===== src/rtl/aidan_mcnay_deserializer_pkg.sv =====
// Shared definitions for the deserializer and the prime detector's controller:
// control state encoding and the bit-counter width helper.
package aidan_mcnay_deserializer_pkg;

  typedef enum logic [1:0] {
    IDLE  = 2'd0,
    SHIFT = 2'd1,
    HOLD  = 2'd2
  } state_e;

  // A counter that reaches n-1 needs this many bits.
  function automatic int cnt_width(input int n);
    return (n > 2) ? $clog2(n) : 1;
  endfunction

endpackage


===== src/rtl/aidan_mcnay_sipo.sv =====
// Serial-in/parallel-out shift register. The newest bit enters at the LSB,
// so after nbits shifts the first bit received sits at the MSB.
module aidan_mcnay_sipo #(
  parameter int nbits = 16
) (
  input  logic             clk,
  input  logic             reset,
  input  logic             en,
  input  logic             data_in,
  output logic [nbits-1:0] data_out
);

  logic [nbits-1:0] data_q;

  // Shift register: moves only on an enabled cycle.
  always_ff @(posedge clk) begin
    if (reset) begin
      data_q <= '0;
    end else if (en) begin
      data_q <= {data_q[nbits-2:0], data_in};
    end else begin
      data_q <= data_q;
    end
  end

  assign data_out = data_q;

endmodule


===== src/rtl/aidan_mcnay_deserializer.sv =====
// Framing stage: gathers nbits serial bits (MSB first) into a word and holds
// it on a valid/ready output until the detector core takes it.
module aidan_mcnay_deserializer
  import aidan_mcnay_deserializer_pkg::*;
#(
  parameter int nbits = 16
) (
  input  logic             clk,
  input  logic             reset,
  input  logic             in_valid,
  input  logic             in_data,
  output logic             in_ready,
  input  logic             clear,
  output logic             out_valid,
  input  logic             out_ready,
  output logic [nbits-1:0] out_data,
  output logic             busy
);

  localparam int CW = cnt_width(nbits);

  state_e        state_q, state_d;
  logic [CW-1:0] count_q, count_d;
  logic          accept_s;

  // A bit is consumed only when offered, accepted, and not being aborted.
  assign in_ready  = (state_q != HOLD);
  assign accept_s  = in_valid & in_ready & ~clear;
  assign out_valid = (state_q == HOLD);
  assign busy      = (state_q == SHIFT);

  // State and bit-counter registers.
  always_ff @(posedge clk) begin
    if (reset) begin
      state_q <= IDLE;
      count_q <= '0;
    end else begin
      state_q <= state_d;
      count_q <= count_d;
    end
  end

  // Next-state logic; clear overrides everything and drops the frame.
  always_comb begin
    state_d = state_q;
    count_d = count_q;
    if (clear) begin
      state_d = IDLE;
      count_d = '0;
    end else begin
      case (state_q)
        IDLE: begin
          if (accept_s) begin
            state_d = SHIFT;
            count_d = CW'(1);
          end else begin
            count_d = '0;
          end
        end
        SHIFT: begin
          if (accept_s) begin
            if (count_q == CW'(nbits - 1)) begin
              state_d = HOLD;
              count_d = '0;
            end else begin
              count_d = count_q + CW'(1);
            end
          end else begin
            count_d = count_q;
          end
        end
        HOLD: begin
          if (out_ready) begin
            state_d = IDLE;
          end else begin
            state_d = HOLD;
          end
        end
        default: begin
          state_d = IDLE;
          count_d = '0;
        end
      endcase
    end
  end

  aidan_mcnay_sipo #(.nbits(nbits)) u_sipo (
    .clk      (clk),
    .reset    (reset),
    .en       (accept_s),
    .data_in  (in_data),
    .data_out (out_data)
  );

endmodule

===== config.mk =====
export PLATFORM = sky130hd
export DESIGN_NAME = aidan_mcnay_deserializer
export DESIGN_NICKNAME = d
export VERILOG_FILES = /design/src/rtl/aidan_mcnay_deserializer_pkg.sv /design/src/rtl/aidan_mcnay_sipo.sv /design/src/rtl/aidan_mcnay_deserializer.sv
export SDC_FILE = /design/constraint.sdc
export NUM_CORES = 1
export LEC_CHECK = 0
export CAP_MARGIN = 30
export CORE_MARGIN = 8
export CORE_UTILIZATION = 59
export CTS_CLUSTER_SIZE = 8
export DETAILED_ROUTE_END_ITERATION = 10
export DONT_BUFFER_PORTS = 1
export PLACE_DENSITY = 0.75
export SYNTH_ARGS = -nofsm -noshare
export SYNTH_HDL_FRONTEND = slang
export SYNTH_HIERARCHICAL = 1
export SYNTH_SLANG_ARGS = --single-unit

===== constraint.sdc =====
create_clock -name clk -period 1.6 [get_ports clk]
set_input_delay 0.24 -clock clk [delete_from_list [all_inputs] [get_ports clk]]
set_output_delay 0.24 -clock clk [all_outputs]
set_load 0.005 [all_outputs]

==> results.md <==
| Metric | Value |
|:---|:---|
| Yosys warns | 6 |
| Fraction of the yosys area taken by sequential cells | 48.3% |
| Yosys cell types | 28 |
| Vias/cell | 5.70 |
| Post-route insts no fill | 109 |
| Reported max-cap violation count | 0 |
| Count of mapped cells out of synthesis | 89 |
| Tightest Hold Check Type | in2reg |
| Total number of H-tree levels | 1 |
| CP Launch Point | state_q[1]$_SDFFE_PP0P_ |
| Critical Path RT | 1.77 ns |
| Detailed router's first-iteration violation count | 13 |
| Endpoint arrival time on the critical path | 1.59 ns |
| Antenna viol nets, final | 0 |
| Number of synthesized flops with an enable pin | 0 |
| Most used standard cell by instance count after synthesis | dfxtp_1 |
| Total of endpoints with negative setup slack in the final report | 0 |
| Fraction of layout cells with a size suffix above 1 | 9.68% |
| Start-to-end type of the worst setup path | reg2reg |
| Ant diodes | 0 |
| Area of the die | 3060 um^2 |
| DRC violations left | 0 |
| Average wire per cell in the routed design | 15.6 um |
| Fin. Hold Viols | 0 |
| Total Neg Setup Slack | 0 ns |
| Post-layout net count | 101 |
| Net count after synthesis | 96 |
| Worst Max-Slew Pin Slew | 0.583 ns |
| Top cells by area in the synthesized netlist | dfxtp_1 48%, mux2i_1 18%, nor2_1 7.0% |
| Sort of element at the end of the critical path | flop |
| Die Span X | 55.3 um |
| Clk buf depth | 2 |
| Synth-to-layout area growth | 7.68% |
| Number of pins exceeding their max-slew limit in the final report | 0 |
| CTS root buffer | clkbuf_4 |
| Maximum clock frequency | 705 MHz |
| Starting utilization of the core area | 62.0% |
| DIE HEIGHT | 55.3 um |
| Count of buffers inserted at the top-level ports | 0 |
| Worst Min Path Start | in_data |
| Io pins | 25 |
| Critical Path Start Type | flop |
| Power density cells | 1030 nW/um^2 |
| Gp weighted congestion | 0.772 |
| Mean cell area of the mapped netlist | 10.2 um^2 |
| Synthesized cell area | 912 um^2 |
| Number of synthesized register bits | 22 |
| Static leakage | 0.388 nW |
| Final Cycle Share | 88.7% |
| Half-perimeter wire length after placement | 1.22 mm |
| Area share of the largest cell type after synthesis | 48.3% |
| Leftover overflow at the end of global routing | 0 |
| Fin crit period | 1.42 ns |
| Startpoint of the worst-slack reg-to-reg timing path | state_q[1]$_SDFFE_PP0P_ |
| Most frequent cells after synthesis | 22 x dfxtp_1, 17 x nor2_1, 16 x mux2i_1 |
| Worst clock skew on the final layout | 0.0127 ns |
| Global-route wire length before repair | 2.90 mm |
| Setup repair after global routing missed its margin | false |
| Final wirelength | 1.70 mm |
| Total CTS buffers | 3 |
| Post-synthesis async set-or-reset flop share | 0% |
| Count of vias placed by the detailed router | 621 |
| Rows | 14 |
| Core area | 1470 um^2 |
| Max_slew headroom | 61.0% |
| Number of sinks driven by the clock tree | 22 |
| Library cell with the largest summed area after synthesis | dfxtp_1 |
| Largest net degree at the start of global routing | 18 |
| Final worst hold slack | 0.0854 ns |
| Number of setup buffers added after CTS | 0 |
| Final standard cell utilization of the core | 66.8% |
| Number of global-route vias before repair | 643 |
| Main synth FF type | dfxtp_1 |
| Clock-pin slew of the registers on the worst-case setup and hold paths | 0.12 ns |
| Number of antenna violations at the first check in global routing | 0 |
| CTS tree | done |
| Crit path max fanout | 16 |
| Worst IR Drop VDD | 0.828 mV |
| Worst-Skew Late Latency | 0.30 ns |
| Dpl cells | 102 |
| Outcome | finished, final reports clean |
| Drt first pass iters | 4 |
| Global Route Usage Sum | 10.9% |
[layout by cell type, fill, tap and decap left out, drive strengths merged]
cell type	n
a22oi	1
and3	1
a32oi	1
buf	1
dlygate4sd3	3
nand3	3
a21boi	1
ha	1
mux2	1
xor2	1
dfxtp	22
o21ai	3
o2111a	1
nor2	17
nand2	2
o22ai	2
or2b	1
mux2i	16
nor3b	1
bufinv	1
clkbuf	3
and2	2
inv	3
nand2b	1
nor3	2
or4	1
nor2b	1
[kinds of logic after synthesis]
logic type,share of synthesized area [%]
flops,48.3
simple gates,17.7
fa+ha+maj,1.37
mux,18.8
compound gates,7.27
buf+inv,5.62
xor+xnor,0.960
[per-stage QoR]
step / setup WS (ns) / power [W] / cell area [um^2]
after floorplan: 0.251 / 0.000611 / 912
after global placement: 0.262 / 0.000603 / 900
after detailed placement: 0.217 / 0.000604 / 900
after CTS: 0.176 / 0.00103 / 982
after global routing: 0.0807 / 0.00105 / 982
final: 0.181 / 0.00101 / 982
[cell type report]
cell class,count,area (um^2)
Clock inverter,1,30.0
Fill cell,123,489
Sequential cell,22,440
Tap cell,16,20.0
Inverter,3,11.3
Multi-Input combinational cell,60,420
Clock buffer,3,22.5
Timing Repair Buffer,4,37.5
[worst paths after layout]
| kind | to | slack, ns | cells past startpoint |
|---|---|---|---|
| hold / removal | u_sipo/data_out[0]$_SDFFE_PP0P_ | 0.09 | 2 |
| setup reg to reg | u_sipo/data_out[10]$_SDFFE_PP0P_ | 0.18 | 5 |
| setup / recovery | u_sipo/data_out[10]$_SDFFE_PP0P_ | 0.18 | 5 |
| hold reg to reg | count_q[2]$_SDFFE_PP0P_ | 0.51 | 1 |
[layer usage]
metal,vias up,track usage [%],part of all wire (%)
li1,314,-,-
met1,288,9.93,39
met2,17,19.6,50
met3,2,5.48,9.7
met4,0,5.28,0.59
met5,-,0,0
[what timing repair did]
item / 4_1_cts / 5_1_grt
hold buffers: 3 / 0
endpoints found under the hold margin: 17 / 0
gates resized for setup: 0 / 0
[report_power, final]
part / switching, W / leakage (nW) / internal (W)
Sequential: 0.00000376 / 0.177 / 0.000551
Clock: 0.000157 / 0.0279 / 0.000253
Combinational: 0.0000266 / 0.183 / 0.0000224
[flip-flops by register name, indices dropped and copies added, names as in the netlist]
| register | flops |
|---|---|
| state_q | 2 |
| u_sipo/data_out | 16 |
| count_q | 4 |
[worst max-delay path, cell delays in order (launching register included)]
cell and delay (ns):
dfxtp_1 0.39, or2b_4 0.31, and2_1 0.14, buf_4 0.21, mux2i_1 0.19, nor2_1 0.05
Power figures use the tool's default switching activity.
